[config.mk]
export PLATFORM = sky130hd
export DESIGN_NAME = pwm_envelope_gen
export DESIGN_NICKNAME = d
export VERILOG_FILES = /design/src/rtl/pwm_envelope_gen.sv
export SDC_FILE = /design/constraint.sdc
export NUM_CORES = 1
export LEC_CHECK = 0
export CORE_ASPECT_RATIO = 0.6
export CORE_MARGIN = 2
export CORE_UTILIZATION = 53
export CTS_CLUSTER_SIZE = 12
export DETAILED_ROUTE_END_ITERATION = 12
export PLACE_DENSITY = 0.78
export SLEW_MARGIN = 10
export SYNTH_ARGS = -nofsm -noshare
export SYNTH_HDL_FRONTEND = slang
export SYNTH_SLANG_ARGS = --single-unit
[constraint.sdc]
create_clock -name sysclk -period 2.35 [get_ports sysclk]
set_clock_uncertainty 0.15 [all_clocks]
set_input_delay 0.3525 -clock sysclk [delete_from_list [all_inputs] [get_ports sysclk]]
set_output_delay 0.3525 -clock sysclk [all_outputs]
set_load 0.005 [all_outputs]
[src/rtl/pwm_envelope_gen.sv]
// pwm_envelope_gen: PWM generator whose duty follows a slow envelope index (square/saw/triangle/hold)
// Ports:
//   sysclk      rising-edge clock
//   rst         asynchronous active-high reset
//   enable      gates the pulse outputs; counters keep running
//   mode        00 square, 01 saw, 10 triangle, 11 hold; sampled at frame wrap
//   duty_in     hold-mode duty, saturated to 2^PWM_W; sampled at PWM wrap
//   pulse       registered PWM output
//   pulse_n     complementary output with DEAD-clock blanking (only with COMPL_OUT_EN)
//   duty        duty currently in effect
//   frame_strb  one-clock strobe as the envelope index wraps to 0
// Optional feature macro: COMPL_OUT_EN adds pulse_n and the dead-time logic.
module pwm_envelope_gen #(
  parameter int PWM_W = 6,
  parameter int IDX_W = 6,
  parameter int DEAD  = 2
) (
  input  logic             sysclk,
  input  logic             rst,
  input  logic             enable,
  input  logic [1:0]       mode,
  input  logic [PWM_W:0]   duty_in,
  output logic             pulse,
`ifdef COMPL_OUT_EN
  output logic             pulse_n,
`endif
  output logic [PWM_W:0]   duty,
  output logic             frame_strb
);
  localparam logic [PWM_W:0]   FULL = {1'b1, {PWM_W{1'b0}}};
  localparam logic [IDX_W-1:0] Q    = {2'b01, {(IDX_W-2){1'b0}}};
  localparam logic [IDX_W-1:0] Q3   = {2'b11, {(IDX_W-2){1'b0}}};
  logic [PWM_W-1:0] cnt_q;
  logic [IDX_W-1:0] idx_q, idx_d;
  logic [1:0]       mode_q, mode_d;
  logic [PWM_W:0]   duty_q, duty_d, sq, saw, tri_v, hold;
  logic [IDX_W-2:0] t;
  logic [IDX_W-1:0] tw;
  logic             pulse_q, pulse_d, strb_q, wrap, fwrap, raw;
  assign wrap  = &cnt_q;
  assign fwrap = wrap & (&idx_q);
  assign idx_d = idx_q + IDX_W'(1);
  // the mode that governs the frame starting at this wrap also picks its first duty
  assign mode_d = fwrap ? mode : mode_q;
  always_comb begin
    t      = idx_d[IDX_W-1] ? ~idx_d[IDX_W-2:0] : idx_d[IDX_W-2:0];
    tw     = {t, 1'b0};
    sq     = (idx_d >= Q && idx_d < Q3) ? FULL : '0;
    saw    = {1'b0, idx_d[IDX_W-1 -: PWM_W]};
    tri_v  = {1'b0, tw[IDX_W-1 -: PWM_W]};
    hold   = (duty_in > FULL) ? FULL : duty_in;
    duty_d = !wrap ? duty_q :
             mode_d == 2'b00 ? sq :
             mode_d == 2'b01 ? saw :
             mode_d == 2'b10 ? tri_v : hold;
  end
  assign raw = enable & ({1'b0, cnt_q} < duty_q);
`ifdef COMPL_OUT_EN
  logic             raw_q, pn_q, pn_d;
  logic [PWM_W-1:0] dead_q, dead_d;
  // any edge of the raw pulse blanks both outputs until the dead counter drains
  always_comb begin
    dead_d  = (raw != raw_q) ? PWM_W'(DEAD) : (dead_q == '0) ? '0 : dead_q - PWM_W'(1);
    pulse_d = raw & (dead_d == '0);
    pn_d    = enable & ~raw & (dead_d == '0);
  end
  always_ff @(posedge sysclk or posedge rst) begin
    if (rst) begin
      raw_q  <= 1'b0;
      dead_q <= '0;
      pn_q   <= 1'b0;
    end else begin
      raw_q  <= raw;
      dead_q <= dead_d;
      pn_q   <= pn_d;
    end
  end
  assign pulse_n = pn_q;
`else
  assign pulse_d = raw;
`endif
  always_ff @(posedge sysclk or posedge rst) begin
    if (rst) begin
      cnt_q   <= '0;
      idx_q   <= '0;
      mode_q  <= 2'b00;
      duty_q  <= '0;
      pulse_q <= 1'b0;
      strb_q  <= 1'b0;
    end else begin
      cnt_q   <= cnt_q + PWM_W'(1);
      idx_q   <= wrap ? idx_d : idx_q;
      mode_q  <= mode_d;
      duty_q  <= duty_d;
      pulse_q <= pulse_d;
      strb_q  <= fwrap;
    end
  end
  assign pulse      = pulse_q;
  assign duty       = duty_q;
  assign frame_strb = strb_q;
endmodule

# Yosys cells after proc, flatten, opt, wreduce, memory -nomap -nowiden
# Cells that the tools add are included.
# word_totals
register_bits	23
word_cells	28
# classes
n_mux	7
reduce_logical	4
order_cmp	4
n_eq_ne	2
bitwise	3
n_addsub	2
# op_table
operator	count
2-to-1 mux 7 bit	5
adder 6 x 1 -> 6 bit, second input constant	2
AND reduction 6 bit	2
greater-than comparator 7 bit, second input constant	1
< comparator 6 x 7 -> 1 bit	1
greater-or-equal comparator 6 x 5 -> 1 bit, second input constant	1
< comparator 6 bit, second input constant	1
2-to-1 mux 5 bit	1
NOT 5 bit	1
bitwise AND 1 bit	2
== test 2 x 1 -> 1 bit, second input constant	1
== test 2 bit, second input constant	1
logical NOT 2 bit	1
2-to-1 mux 2 bit	1
logical AND 1 bit	1

# Longest topological paths before layout
# Gate-level depths: netlist of run 1.
# depth
depth_word	7
mapped_depth	9
mapped_depth_nobuf	8

# Least setup slack after synthesis of run 1
# OpenSTA, ideal clock, no wires.
# synth_timing
path_type	reg2reg
from	reg idx_q[0]
to	reg duty_q[5] (netlist: duty[5])
path_stages_with_launch	10
arrival_time_ps	1880
path_buffers	2
setup_slack_ps	188
synth_period_minus_slack_ps	2162
t_required_ps	2068
cell_sequence	dfrtp_1 ha_1 and3_1 buf_6 nand4_4 mux2i_2 buf_6 inv_2 a41oi_1 o31ai_1
# synth_between
elab_chain_cells	7
# synth_lines
item	line	text
start, declared	34	logic [IDX_W-1:0] idx_q, idx_d;
start signal, assigned	92	idx_q <= wrap ? idx_d : idx_q;
AND reduction 6 bit *	41	assign fwrap = wrap & (&idx_q);
bitwise AND 1 bit *	41	
2-to-1 mux 2 bit *	44	assign mode_d = fwrap ? mode : mode_q;
net mode_d[0]	35	logic [1:0] mode_q, mode_d;
== test 2 bit	55	mode_d == 2'b10 ? tri_v : hold;
2-to-1 mux 7 bit	55	
2-to-1 mux 7 bit	54	mode_d == 2'b01 ? saw :
2-to-1 mux 7 bit *	53	mode_d == 2'b00 ? sq :
end signal, assigned	94	duty_q <= duty_d;
end, declared	36	logic [PWM_W:0] duty_q, duty_d, sq, saw, tri_v, hold;
# The timed path passes the listed nets; every way through them passes the cells marked *.
# A chain may end at the register's enable or synchronous reset.

# Worst setup path in the final report of run 1
# layout_timing
from	reg idx_q[1]
to	reg duty_q[5] (netlist: duty[5])
# Same word-level chain as after synthesis.

==> qor.yml, run 1 <==
clocking:
  clock_tree.buffer_depth: 2
  clock_tree.root_cell: "clkbuf_8"
  tritoncts_clock_tree: "yes"
  worst_setup_hold_path_clk_slew_ns: 0.08
  post_cts_hold_buffer_count: 0
  clock_insertion_delay_worst_skew_ns: 0.27
  clock-sinks: 23
  htree_num_levels: 1
  cts-buffers-inserted: 3
placed_design:
  dpl.cell_count: 198
  place.detailed.hpwl_um: 2360
  place.gp.congestion: 0.907
  pre_cts_slack_ns: 0.106
  dpl-instance-area_sq_um: 1670
  buffer_ports.inserted: 20
power:
  power_density_nw_per_um2: 418
  report.power.total_mw: 0.722
  p_leak_nw: 0.795
  max-vdd-ir-drop_mv: 0.237
timing:
  setup_viol: 0
  grt_setup_unrepaired: "no"
  timing.final.max_slew_violations: 0
  finalSetupTns_ns: 0
  max_slew.worst_pin.slew_ns: 0.377
  worst_slew_margin_rel_pct: 74.7
  layout_worst_path_cycle_share_pct: 93.4
  layout_min_cycle_time_ns: 2.19
  timing.fmax_ghz: 0.456
  final-hold-violation-count: 0
  finalWorstSetupSlack_ns: 0.156
cells_and_area:
  final_common_cell: "dfrtp_1"
  layout.cell_area.non_filler_sq_um: 1730
  final_net_count: 190
  area_added_between_synthesis_and_finish_pct: 20.0
  fillers: 198
  final_layout_size_suffix_gt1_share_pct: 14.1
  commonest_non_fill_non_tap_cells_in_the_layout: "23 x dfrtp_1, 20 x clkdlybuf4s50_1, 12 x nand2_1"
  n_antenna_cell: 0
  multi_input_comb_area_sq_um: 757
  finalNonFillerCells: 202
  register_area_sq_um: 576
die:
  core.rowCount: 14
  top_level_ports: 21
  chip_width_um: 71.3
  die_area_sq_um: 3160
  effective_utilization_at_floorplan_pct: 56.7
  placeableCoreArea_sq_um: 2540
  die-height_um: 44.4
flow_run:
  max_cap_viol_count: 0
route:
  drt-wirelength-per-cell_um: 15.4
  dr_total_vias: 1121
  detail_route.vias_per_cell: 5.55
  drt-met1-wl_um: 1530
  final_antenna_net_count: 0
  remaining_drc_errors: 0
  number_of_violations_reported_at_the_end_of_detailed_routing_iteration_0: 113
  routed.top_layer: "met4"
  met3_wirelength_um: 293
  routed_wl_um: 3110
  drt_pass1_iterations: 5
  route.met2.wl_um: 1230
synthesis:
  ys_async_sr_fraction_pct: 100
  proportion_of_netlist_area_held_by_the_largest_area_contributor_pct: 40.0
  synthesis.nets: 166
  synthDominantAreaCellType: "dfrtp_1"
  number_of_enable_type_register_cells_in_the_synthesized_netlist: 0
  yosys_cell_types: 45
  postSynth.topFlopCell: "dfrtp_1"
  syn-mean-instance-area_sq_um: 9.79
  synthesis.instances: 147
  ys_ff_latch: 23
  synth_area_sq_um: 1440
  yosys_warn_count: 0
  sequential_area_share_after_synthesis_pct: 40.0
  yosys-top-cells-area: "dfrtp_1 40%, xnor2_1 6.7%, ha_1 6.1%"
critical_path:
  endpoint: "duty[5]"
  crit_required_ns: 2.34
  reg2reg_slack_ns: 0.16
  regToRegStartpoint: "idx_q[1]"
  startpoint: "idx_q[1]"
  worst_r2r_path_depth: 8
  category_of_the_worst_setup_path_capture_point: "register"
  worstSetupPathType: "register to register"
  crit-reg2reg-capture: "duty[5]"
  crit_arrival_ns: 2.19
  worst_setup_path_start_kind: "register"
  critical_path_peak_fanout: 13
worst_hold_path:
  timing.hold.worst.class: "primary input to async pin"
grt:
  grt_util_all_layers_pct: 21.9
  initial_antenna_violation_count: 0
  grt_pass1_vias: 1045
  gr-total-overflow: 0
  first_pass_grt_wire_length_um: 5180
  grt_start_max_net_pins: 24
status:
  status: "completed"
-- how the worst min path moves through the flow --
stage,start,to,slack [ns]
4_1_cts,rst,cnt_q[3],0.28
6_report,rst,duty[0],0.27
3_3_place_gp,cnt_q[0],cnt_q[0],0.32
5_1_grt,rst,duty[6],0.32
3_5_place_dp,cnt_q[0],cnt_q[0],0.33
2_1_floorplan,rst,cnt_q[0],0.20
-- synthesized netlist by cell type (3+ instances only) --
master,number
dfrtp_1,23
nand2_1,12
xnor2_1,11
inv_1,10
a21oi_1,8
o21ai_0,8
ha_1,7
nor2_1,7
and3_1,5
nand3_1,5
xor2_1,4
buf_2,3
buf_6,3
nand3b_1,3
-- metrics by stage --
| stage | util, % | hold slack, ns |
|---|---|---|
| floorplan | - | 0.204 |
| global placement | 65.9 | 0.317 |
| detailed placement | 65.9 | 0.334 |
| CTS | 67.7 | 0.284 |
| global route | 68.0 | 0.320 |
| finish | 68.0 | 0.270 |
-- metal layers --
metal | GRT usage, % | up-vias
li1 | - | 549
met2 | 29.4 | 52
met4 | 6.04 | 0
met5 | 0 | -
met3 | 7.29 | 8
met1 | 33.4 | 512
-- where the power goes --
group	leakage [nW]	internal, mW	switching [mW]
sequential	0.272	0.399	0.00339
combinational	0.497	0.0340	0.0318
clock	0.0255	0.119	0.135
-- flip-flops by register name, indices dropped and copies added (netlist names) --
name,cells
cnt_q,6
mode_q,2
duty,7
pulse,1
idx_q,6
frame_strb,1
-- timing repair --
| action | CTS | global route |
|---|---|---|
| endpoints found under the setup margin | 0 | 1 |
| gates resized for setup | 0 | 2 |
| buffers inserted | 0 | 0 |
-- critical path, stage by stage, from the launching register on --
cell and delay [ns]:
dfrtp_1 0.41, ha_1 0.26, and3_1 0.24, nand4_4 0.14, mux2i_2 0.21, buf_4 0.22
inv_2 0.07, a41oi_1 0.24, o31ai_2 0.12
-- area by class of cell --
type,instances,area share [%]
multi-input combinational,103,43.8
timing repair buffer,28,15.1
clock buffer,3,2.39
inverter,12,2.75
clock inverter,1,0.290
tap,32,2.32
sequential,23,33.3
-- kinds of logic (layout without fill, tap and decap cells) --
group           Yosys count  after routing  share of synthesized area [%]
simple gates             44             44                           17.0
compound gates           32             32                           14.4
flops                    23             23                           40.0
buf+inv                  21             44                           7.83
xor+xnor                 16             16                           10.7
fa+ha+maj                 7              7                           6.09
mux                       4              4                           3.91
No activity file was read; power rests on OpenSTA's default activity.
==> run 2: changes to the inputs <==
--- a/config.mk
+++ b/config.mk
@@ -11,7 +11,6 @@
 export CTS_CLUSTER_SIZE = 12
 export DETAILED_ROUTE_END_ITERATION = 12
 export PLACE_DENSITY = 0.78
-export SLEW_MARGIN = 10
 export SYNTH_ARGS = -nofsm -noshare
 export SYNTH_HDL_FRONTEND = slang
 export SYNTH_SLANG_ARGS = --single-unit
==> results of run 2 <==
The final DEF is identical to that of run 1; final timing and power are the same.
==> run 3: changes to the inputs <==
--- a/config.mk
+++ b/config.mk
@@ -5,12 +5,16 @@
 export SDC_FILE = /design/constraint.sdc
 export NUM_CORES = 1
 export LEC_CHECK = 0
+export ABC_CLOCK_PERIOD_IN_PS = 2350
+export CELL_PAD_IN_SITES_DETAIL_PLACEMENT = 0
+export CELL_PAD_IN_SITES_GLOBAL_PLACEMENT = 2
 export CORE_ASPECT_RATIO = 0.6
 export CORE_MARGIN = 2
-export CORE_UTILIZATION = 53
+export CORE_UTILIZATION = 34
 export CTS_CLUSTER_SIZE = 12
 export DETAILED_ROUTE_END_ITERATION = 12
-export PLACE_DENSITY = 0.78
+export PLACE_DENSITY = 0.79
+export SETUP_SLACK_MARGIN = 0.15
 export SYNTH_ARGS = -nofsm -noshare
 export SYNTH_HDL_FRONTEND = slang
 export SYNTH_SLANG_ARGS = --single-unit
==> run 3 against run 2 <==
Critical path depth unchanged. Via count up 0.98%. Register-to-register slack better by 0.12 ns. Cell count up 16%. Non-clock buffer count up 4. Critical endpoint is now duty[1]. Largest power group unchanged.
==> qor.yml, run 3 (same netlist as run 1, synthesis figures left out) <==
cells_and_area:
  finalNonFillerCells: 234  # was 202
  final_util_pct: 44.5  # was 68.0%
  area_added_between_synthesis_and_finish_pct: 26.0  # was 20.0%
  multi_input_comb_area_sq_um: 778  # was 757 sq um
  register_area_sq_um: 576  # unchanged
  layout.cell_area.non_filler_sq_um: 1810  # was 1730 sq um
  final_net_count: 194  # was 190
  fillers: 401  # was 198
  max_ffs_per_register: 7  # unchanged
  final_layout_size_suffix_gt1_share_pct: 17.2  # was 14.1%
  commonest_non_fill_non_tap_cells_in_the_layout: "23 x dfrtp_1, 20 x clkdlybuf4s50_1, 12 x nand2_1, 12 x buf_4, 11 x xnor2_1"  # was 23 x dfrtp_1, 20 x clkdlybuf4s50_1, 12 x nand2_1
  n_antenna_cell: 0  # unchanged
  final_common_cell: "dfrtp_1"  # unchanged
timing:
  layout_min_cycle_time_ns: 2.07  # was 2.19 ns
  holdWs_ns: 0.279  # was 0.270 ns
  grt_setup_unrepaired: "no"  # unchanged
  worst_slew_margin_rel_pct: 75.0  # was 74.7%
  setup_viol: 0  # unchanged
  max_slew.worst_pin.slew_ns: 0.374  # was 0.377 ns
  layout_worst_path_cycle_share_pct: 88.2  # was 93.4%
  final-hold-violation-count: 0  # unchanged
  timing.final.max_slew_violations: 0  # unchanged
  finalSetupTns_ns: 0  # unchanged
  finalWorstSetupSlack_ns: 0.277  # was 0.156 ns
  timing.fmax_ghz: 0.482  # was 0.456 GHz
power:
  max-vdd-ir-drop_mv: 0.209  # was 0.237 mV
  report.power.total_mw: 0.722  # about the same
  p_leak_nw: 0.808  # was 0.795 nW
  power_density_nw_per_um2: 398  # was 418 nW/um^2
clocking:
  clock_insertion_delay_worst_skew_ns: 0.27  # about the same
  clock_tree.buffer_depth: 2  # unchanged
  clock-sinks: 23  # unchanged
  worst_setup_hold_path_clk_slew_ns: 0.09  # was 0.08 ns
  clock_tree.root_cell: "clkbuf_8"  # unchanged
  cts-buffers-inserted: 3  # unchanged
  post_cts_hold_buffer_count: 0  # unchanged
  tritoncts_clock_tree: "yes"  # unchanged
  htree_num_levels: 1  # unchanged
critical_path:
  startpoint: "cnt_q[0]"  # was idx_q[1]
  regToRegStartpoint: "cnt_q[0]"  # was idx_q[1]
  category_of_the_worst_setup_path_capture_point: "register"  # unchanged
  crit_required_ns: 2.40  # was 2.34 ns
  crit-reg2reg-capture: "duty[1]"  # was duty[5]
  critical_path_peak_fanout: 13  # unchanged
  endpoint: "duty[1]"  # was duty[5]
  reg2reg_slack_ns: 0.28  # was 0.16 ns
  worstSetupPathType: "register to register"  # unchanged
  crit_arrival_ns: 2.12  # was 2.19 ns
  worst_r2r_path_depth: 8  # unchanged
  worst_setup_path_start_kind: "register"  # unchanged
placed_design:
  place.detailed.hpwl_um: 2420  # was 2360 um
  buffer_ports.inserted: 20  # unchanged
  pre_cts_slack_ns: 0.163  # was 0.106 ns
  dpl.cell_count: 227  # was 198
  dpl-instance-area_sq_um: 1720  # was 1670 sq um
  place.gp.congestion: 0.757  # was 0.907
route:
  number_of_violations_reported_at_the_end_of_detailed_routing_iteration_0: 98  # was 113
  remaining_drc_errors: 0  # unchanged
  drt-wirelength-per-cell_um: 13.8  # was 15.4 um
  dr_total_vias: 1132  # was 1121
  routed_wl_um: 3230  # was 3110 um
  final_antenna_net_count: 0  # unchanged
  detail_route.vias_per_cell: 4.84  # was 5.55
  drt_pass1_iterations: 4  # was 5
die:
  chip_width_um: 88.0  # was 71.3 um
  die-height_um: 54.4  # was 44.4 um
  die_area_sq_um: 4790  # was 3160 sq um
  placeableCoreArea_sq_um: 4080  # was 2540 sq um
  core.rowCount: 18  # was 14
  effective_utilization_at_floorplan_pct: 35.3  # was 56.7%
  top_level_ports: 21  # unchanged
grt:
  initial_antenna_violation_count: 0  # unchanged
  grt_start_max_net_pins: 24  # unchanged
  gr-total-overflow: 0  # unchanged
  grt_util_all_layers_pct: 14.4  # was 21.9%
  first_pass_grt_wire_length_um: 5060  # was 5180 um
  grt_pass1_vias: 1010  # was 1045
status:
  status: "completed"  # unchanged
flow_run:
  max_cap_viol_count: 0  # unchanged
worst_hold_path:
  timing.hold.worst.class: "primary input to async pin"  # unchanged
run 3: changes by cell type in the layout (fill, tap and decap cells not counted), sizes merged:
cell  delta
buf      +4
run 3: worst max-delay path: stages, from the launching register on:
cell and delay (ns):
dfrtp_1 0.40, ha_1 0.24, and3_4 0.23, nand4_4 0.10, mux2i_2 0.21, buf_4 0.23, a21oi_2 0.04, a221o_1 0.36
o21ai_2 0.05
run 3: cell type report:
class                      instances  area share (%)
inverter                          12            2.62
multi-input combinational        103            42.9
timing repair buffer              32            16.0
clock inverter                     1           0.276
sequential                        23            31.7
tap                               60            4.14
clock buffer                       3            2.28
run 3: worst min path at each step:
stage / from / endpoint / slack [ns] / cells past startpoint
5_1_grt: rst / cnt_q[4] / 0.31 / 3
4_1_cts: rst / idx_q[3] / 0.29 / 3
2_1_floorplan: rst / cnt_q[0] / 0.20 / 1
3_3_place_gp: cnt_q[0] / cnt_q[0] / 0.33 / 1
3_5_place_dp: cnt_q[0] / cnt_q[0] / 0.34 / 1
6_report: rst / cnt_q[4] / 0.28 / 3
run 3: power breakdown:
group	switching [mW]	internal (mW)	total, mW
Combinational	0.0317	0.0351	0.0668
Sequential	0.00320	0.399	0.403
Clock	0.134	0.119	0.253
Total	0.169	0.553	0.722
run 3: repair_timing:
| action | CTS | global route |
|---|---|---|
| resized for setup | 0 | 6 |
| buffers inserted | 1 | 2 |
| pin swaps | 0 | 1 |
| endpoints found under the hold margin | 0 | 0 |
| setup endpoints to repair | 1 | 6 |
run 3: routing by layer:
| layer | part of all wire, % | routed length [um] | GRT usage [%] | vias up |
|---|---|---|---|---|
| li1 | - | - | - | 563 |
| met1 | 54 | 1740 | 21.2 | 538 |
| met2 | 40 | 1290 | 20.8 | 29 |
| met3 | 5.3 | 170 | 3.62 | 2 |
| met4 | 0.93 | 30 | 3.85 | 0 |
| met5 | 0 | 0 | 0 | - |
